==> src/rtl/alu_pkg.sv <==
// alu_pkg: opcodes shared with the ALU select logic and the overflow interrupt FSM encoding.
package alu_pkg;
    localparam logic [2:0] OP_ADD = 3'b000;
    localparam logic [2:0] OP_SUB = 3'b001;
    typedef enum logic [1:0] {
        IRQ_IDLE = 2'd0,
        IRQ_REQ  = 2'd1,
        IRQ_ACK  = 2'd2
    } irq_state_t;
endpackage

==> src/rtl/sat_counter.sv <==
// sat_counter: saturating up-counter; a clear that coincides with an increment loads 1.
module sat_counter #(
    parameter int W = 4
) (
    input  logic         Clk,
    input  logic         Reset,
    input  logic         Clr,
    input  logic         Inc,
    output logic [W-1:0] Count
);
    logic [W-1:0] r_count;
    always_ff @(posedge Clk)
        if (Reset)
            r_count <= '0;
        else if (Clr)
            r_count <= W'(Inc);
        else if (Inc && r_count != '1)
            r_count <= r_count + 1'b1;
    assign Count = r_count;
endmodule

==> src/rtl/alu_overflow_monitor.sv <==
// alu_overflow_monitor: registers Z/N/V status after the ALU, tracks sticky overflow,
// counts overflow events and raises a four-phase overflow interrupt.
module alu_overflow_monitor
    import alu_pkg::*;
#(
    parameter int WIDTH = 8,
    parameter int CNT_W = 4
) (
    input  logic             Clk,
    input  logic             Reset,
    input  logic             Valid,
    input  logic [2:0]       Sel,
    input  logic             Overflow,
    input  logic [WIDTH-1:0] Result,
    input  logic             IrqEn,
    input  logic             StatClr,
    input  logic             IrqAck,
    output logic             FlagZ,
    output logic             FlagN,
    output logic             FlagV,
    output logic             StickyV,
    output logic [CNT_W-1:0] OvfCount,
    output logic             Irq,
    output logic             Missed
);
    logic       w_ovf_evt, w_miss_evt;
    logic       r_z, r_n, r_v, r_sticky, r_missed;
    irq_state_t r_state, w_next;
    assign w_ovf_evt  = Valid & Overflow & (Sel == OP_ADD | Sel == OP_SUB);
    assign w_miss_evt = w_ovf_evt & (r_state != IRQ_IDLE);
    always_ff @(posedge Clk)
        if (Reset) begin
            r_z <= 1'b0;
            r_n <= 1'b0;
            r_v <= 1'b0;
        end else if (Valid) begin
            r_z <= Result == '0;
            r_n <= Result[WIDTH-1];
            r_v <= w_ovf_evt;
        end
    // A new event in the clear cycle survives the clear.
    always_ff @(posedge Clk)
        if (Reset) begin
            r_sticky <= 1'b0;
            r_missed <= 1'b0;
        end else begin
            r_sticky <= w_ovf_evt | (r_sticky & ~StatClr);
            r_missed <= w_miss_evt | (r_missed & ~StatClr);
        end
    sat_counter #(.W(CNT_W)) u_cnt (
        .Clk  (Clk),
        .Reset(Reset),
        .Clr  (StatClr),
        .Inc  (w_ovf_evt),
        .Count(OvfCount)
    );
    always_ff @(posedge Clk)
        if (Reset)
            r_state <= IRQ_IDLE;
        else
            r_state <= w_next;
    always_comb begin
        w_next = r_state;
        case (r_state)
            IRQ_IDLE: w_next = (w_ovf_evt & IrqEn) ? IRQ_REQ : IRQ_IDLE;
            IRQ_REQ:  w_next = IrqAck ? IRQ_ACK : IRQ_REQ;
            IRQ_ACK:  w_next = IrqAck ? IRQ_ACK : IRQ_IDLE;
            default:  w_next = IRQ_IDLE;
        endcase
    end
    always_comb begin
        Irq = r_state == IRQ_REQ;
    end
    assign FlagZ   = r_z;
    assign FlagN   = r_n;
    assign FlagV   = r_v;
    assign StickyV = r_sticky;
    assign Missed  = r_missed;
endmodule

==> config.mk <==
export PLATFORM = sky130hd
export DESIGN_NAME = alu_overflow_monitor
export DESIGN_NICKNAME = d
export VERILOG_FILES = /design/src/rtl/alu_pkg.sv /design/src/rtl/sat_counter.sv /design/src/rtl/alu_overflow_monitor.sv
export SDC_FILE = /design/constraint.sdc
export NUM_CORES = 1
export LEC_CHECK = 0
export CORE_MARGIN = 2
export CORE_UTILIZATION = 32
export CTS_CLUSTER_DIAMETER = 50
export DETAILED_ROUTE_END_ITERATION = 10
export MAX_ROUTING_LAYER = met4
export PLACE_DENSITY = 0.72
export SLEW_MARGIN = 15
export SYNTH_ARGS = -nofsm -noshare
export SYNTH_HDL_FRONTEND = slang
export SYNTH_SLANG_ARGS = --single-unit
==> constraint.sdc <==
create_clock -name Clk -period 1.15 [get_ports Clk]
set_input_delay 0.23 -clock Clk [delete_from_list [all_inputs] [get_ports Clk]]
set_output_delay 0.23 -clock Clk [all_outputs]
set_load 0.01 [all_outputs]
==> summary.txt <==
Setup path
  – Worst setup SP type: flop
  – Worst Path Required: 920 ps
  – CP startpoint: FlagN
  – CP max stage cell: dfxtp_1
  – CP cell instances: dlygate4sd2_1
  – Setup Crit Path Kind: flop to primary output
  – Max Fanout on Critical Path: 2
  – Arrival time worst endpoint: 880 ps
  – RR Startpoint: u_cnt.Count[1]
  – Crit path max-delay family: flip-flops
  – Worst path max stage delay: between 300 and 400 ps
  – Crit. End Element: primary output
  – Crit path buf inv count: 1
  – Worst R2R Setup Slack: ~40 ps

Synth
  – Syn Nets: 73
  – Distinct cell type count of the synthesized netlist: 24
  – Asr flop ratio synth: 0%
  – Cell taking the most area after synthesis: dfxtp_1
  – Mapped Cells: 54
  – Number of flops mapped to enable cells by yosys: 0
  – Synth top area share: 44.11%
  – Yosys reg bits: 11
  – Synth Area per Inst: ~9.2 um^2
  – Synth warnings: 0
  – Mapped Area: 499.2 um^2
  – Sequential area share after synthesis: 44.11%
  – Top FF cell, synth: dfxtp_1
  – Top cells by area, synth: dfxtp_1, a21oi_1, nand4bb_4

GRT
  – Initial antenna violation count: 0
  – Total track usage: 15.51%
  – Largest net degree at the start of global routing: 9
  – Global-route wire length before repair: around 2200 um
  – Vias in the first global route: around 540
  – Overflow after GRT: 0

Cells and area
  – Area delta synth->final: 80.70%
  – # nets final: 114
  – Post-Layout Cell Count: 110
  – Ant. Diodes: 0
  – Share of post-route cells with drive strength above 1: 27.66%
  – Fin area: 902.1 um^2

Clock tree
  – Cts hold-fix bufs: 0
  – Clock Path Buffers: 2
  – Clock slew at reported path FFs: 80 ps
  – H-tree depth: 1
  – Num CTS Buffers: 3
  – Num Clock Sinks: 11
  – CTS tree: yes
  – Clk_lat worst skew: 270 ps
  – Clock root cell: clkbuf_4

Floorplanning
  – Die Width: around 43 um
  – Initial Utilization: 33.53%
  – Die height: 43.50 um
  – Die ar.: 1892 um^2
  – Core ar.: 1489 um^2
  – # IOs: 28
  – # rows: 14

Placed design
  – Placed Cells: 105
  – Placed cell area: 853.3 um^2
  – I/O Buffers: 26
  – Final RePlAce weighted congestion: around 0.73

Min path
  – Min-delay src: Sel[1]
  – Hold Path Class: primary input to flop

Timing
  – Total negative slack: 0 ps
  – Fin crit period: 1111 ps
  – Tightest Pin Transition: 244.2 ps
  – Slew HR: between 80% and 90%
  – Max-slew violations: 0
  – Fin crit share: 96.58%
  – Max Clk Rate: 0.9003 GHz
  – Hold Fails Final Rpt: 0
  – Setup Skew: 4.806 ps
  – Hold Slack: between 400 and 500 ps
  – Final setup violation count: 0

Route
  – Via count: around 560
  – Per-cell routed wire length: roughly 12 um
  – 1st-iter DRT viols: 8
  – DR vias/cell: 5.082
  – DR pass1 iterations: 3
  – Drt drc: 0
  – DRT antenna net count: 0
  – Drt total wl: ~1300 um

Power
  – VDD IR-drop max: 0.6411 mV
  – Power Total: 0.7595 mW
  – P_leak: 0.3681 nW
  – Power density cells: 841.9 nW/um^2

Outcome
  – Status: finished clean

Flow run
  – Max Cap Violations: 0
layout by cell type (no fill, tap or decap), types with 3 or more instances in the layout:
cell type,count
dlygate4sd2_1,11
buf_4,11
o21ai_1,4
a21oi_1,8
clkbuf_4,3
dfxtp_1,8
nor3_1,3
nand2b_1,4
clkdlybuf4s50_1,12
worst paths after layout:
kind | to | cells past startpoint
hold / removal | FlagV | 3
hold reg to reg | Missed | 2
setup / recovery | FlagN | 1
setup reg to reg | u_cnt.Count[3] | 4
metrics by stage:
step                      util, %  setup slack (ps)
after floorplan                 -             21.03
after global placement      57.31            -296.1
after detailed placement    57.31            -328.2
after CTS                   58.15             1.879
after global routing        60.59            -6.414
final                       60.59             39.29
cell type report:
class                      instances  area, um^2
fill                             144       586.8
clock inverter                     1       5.005
inverter                           1       3.754
sequential                        11       226.5
tap                               16       20.02
clock buffer                       3       22.52
timing repair buffer              37       324.1
multi-input combinational         41       300.3
routing by layer:
layer  routed length (um)  GRT usage (%)  vias up
met5                    0              -        -
met4                    0          5.455        0
met3                  105          4.583        0
met2                  621          28.06       24
met1                  559          15.72      257
li1                     -              -      278
registers in the layout, summed over array words and instances (netlist names):
register and cells:
FlagZ 1, FlagN 1, StickyV 1, r_state 2, Missed 1, u_cnt.Count 4
FlagV 1
power breakdown:
group | total, mW | internal [mW] | switching, mW
clock | 0.265 | 0.129 | 0.136
sequential | 0.387 | 0.384 | 0.00311
combinational | 0.108 | 0.0721 | 0.0359
total | 0.760 | 0.584 | 0.175
Yosys cell counts, types with 2 or more instances:
library cell,count
dfxtp_1,11
a21oi_1,8
nand2b_1,4
o21ai_1,4
nor3_1,3
a31oi_1,2
nand3_1,2
nor2_1,2
nor2b_1,2
nor4_1,2
kinds of logic (layout without fill, tap and decap cells):
group	Yosys count	count (layout)	share of synthesized area (%)
flops	11	11	44.11
xor+xnor	1	1	1.755
fa+ha+maj	1	1	2.506
mux	1	1	2.005
compound gates	15	15	16.04
simple gates	23	23	32.08
buf+inv	2	42	1.502
timing repair:
action	in CTS	in global routing
endpoints found under the setup margin	12	4
gates cloned	0	0
setup buffers	0	1
gates resized for setup	19	10
pin swaps	4	3
No activity file was read; power rests on OpenSTA's default activity.
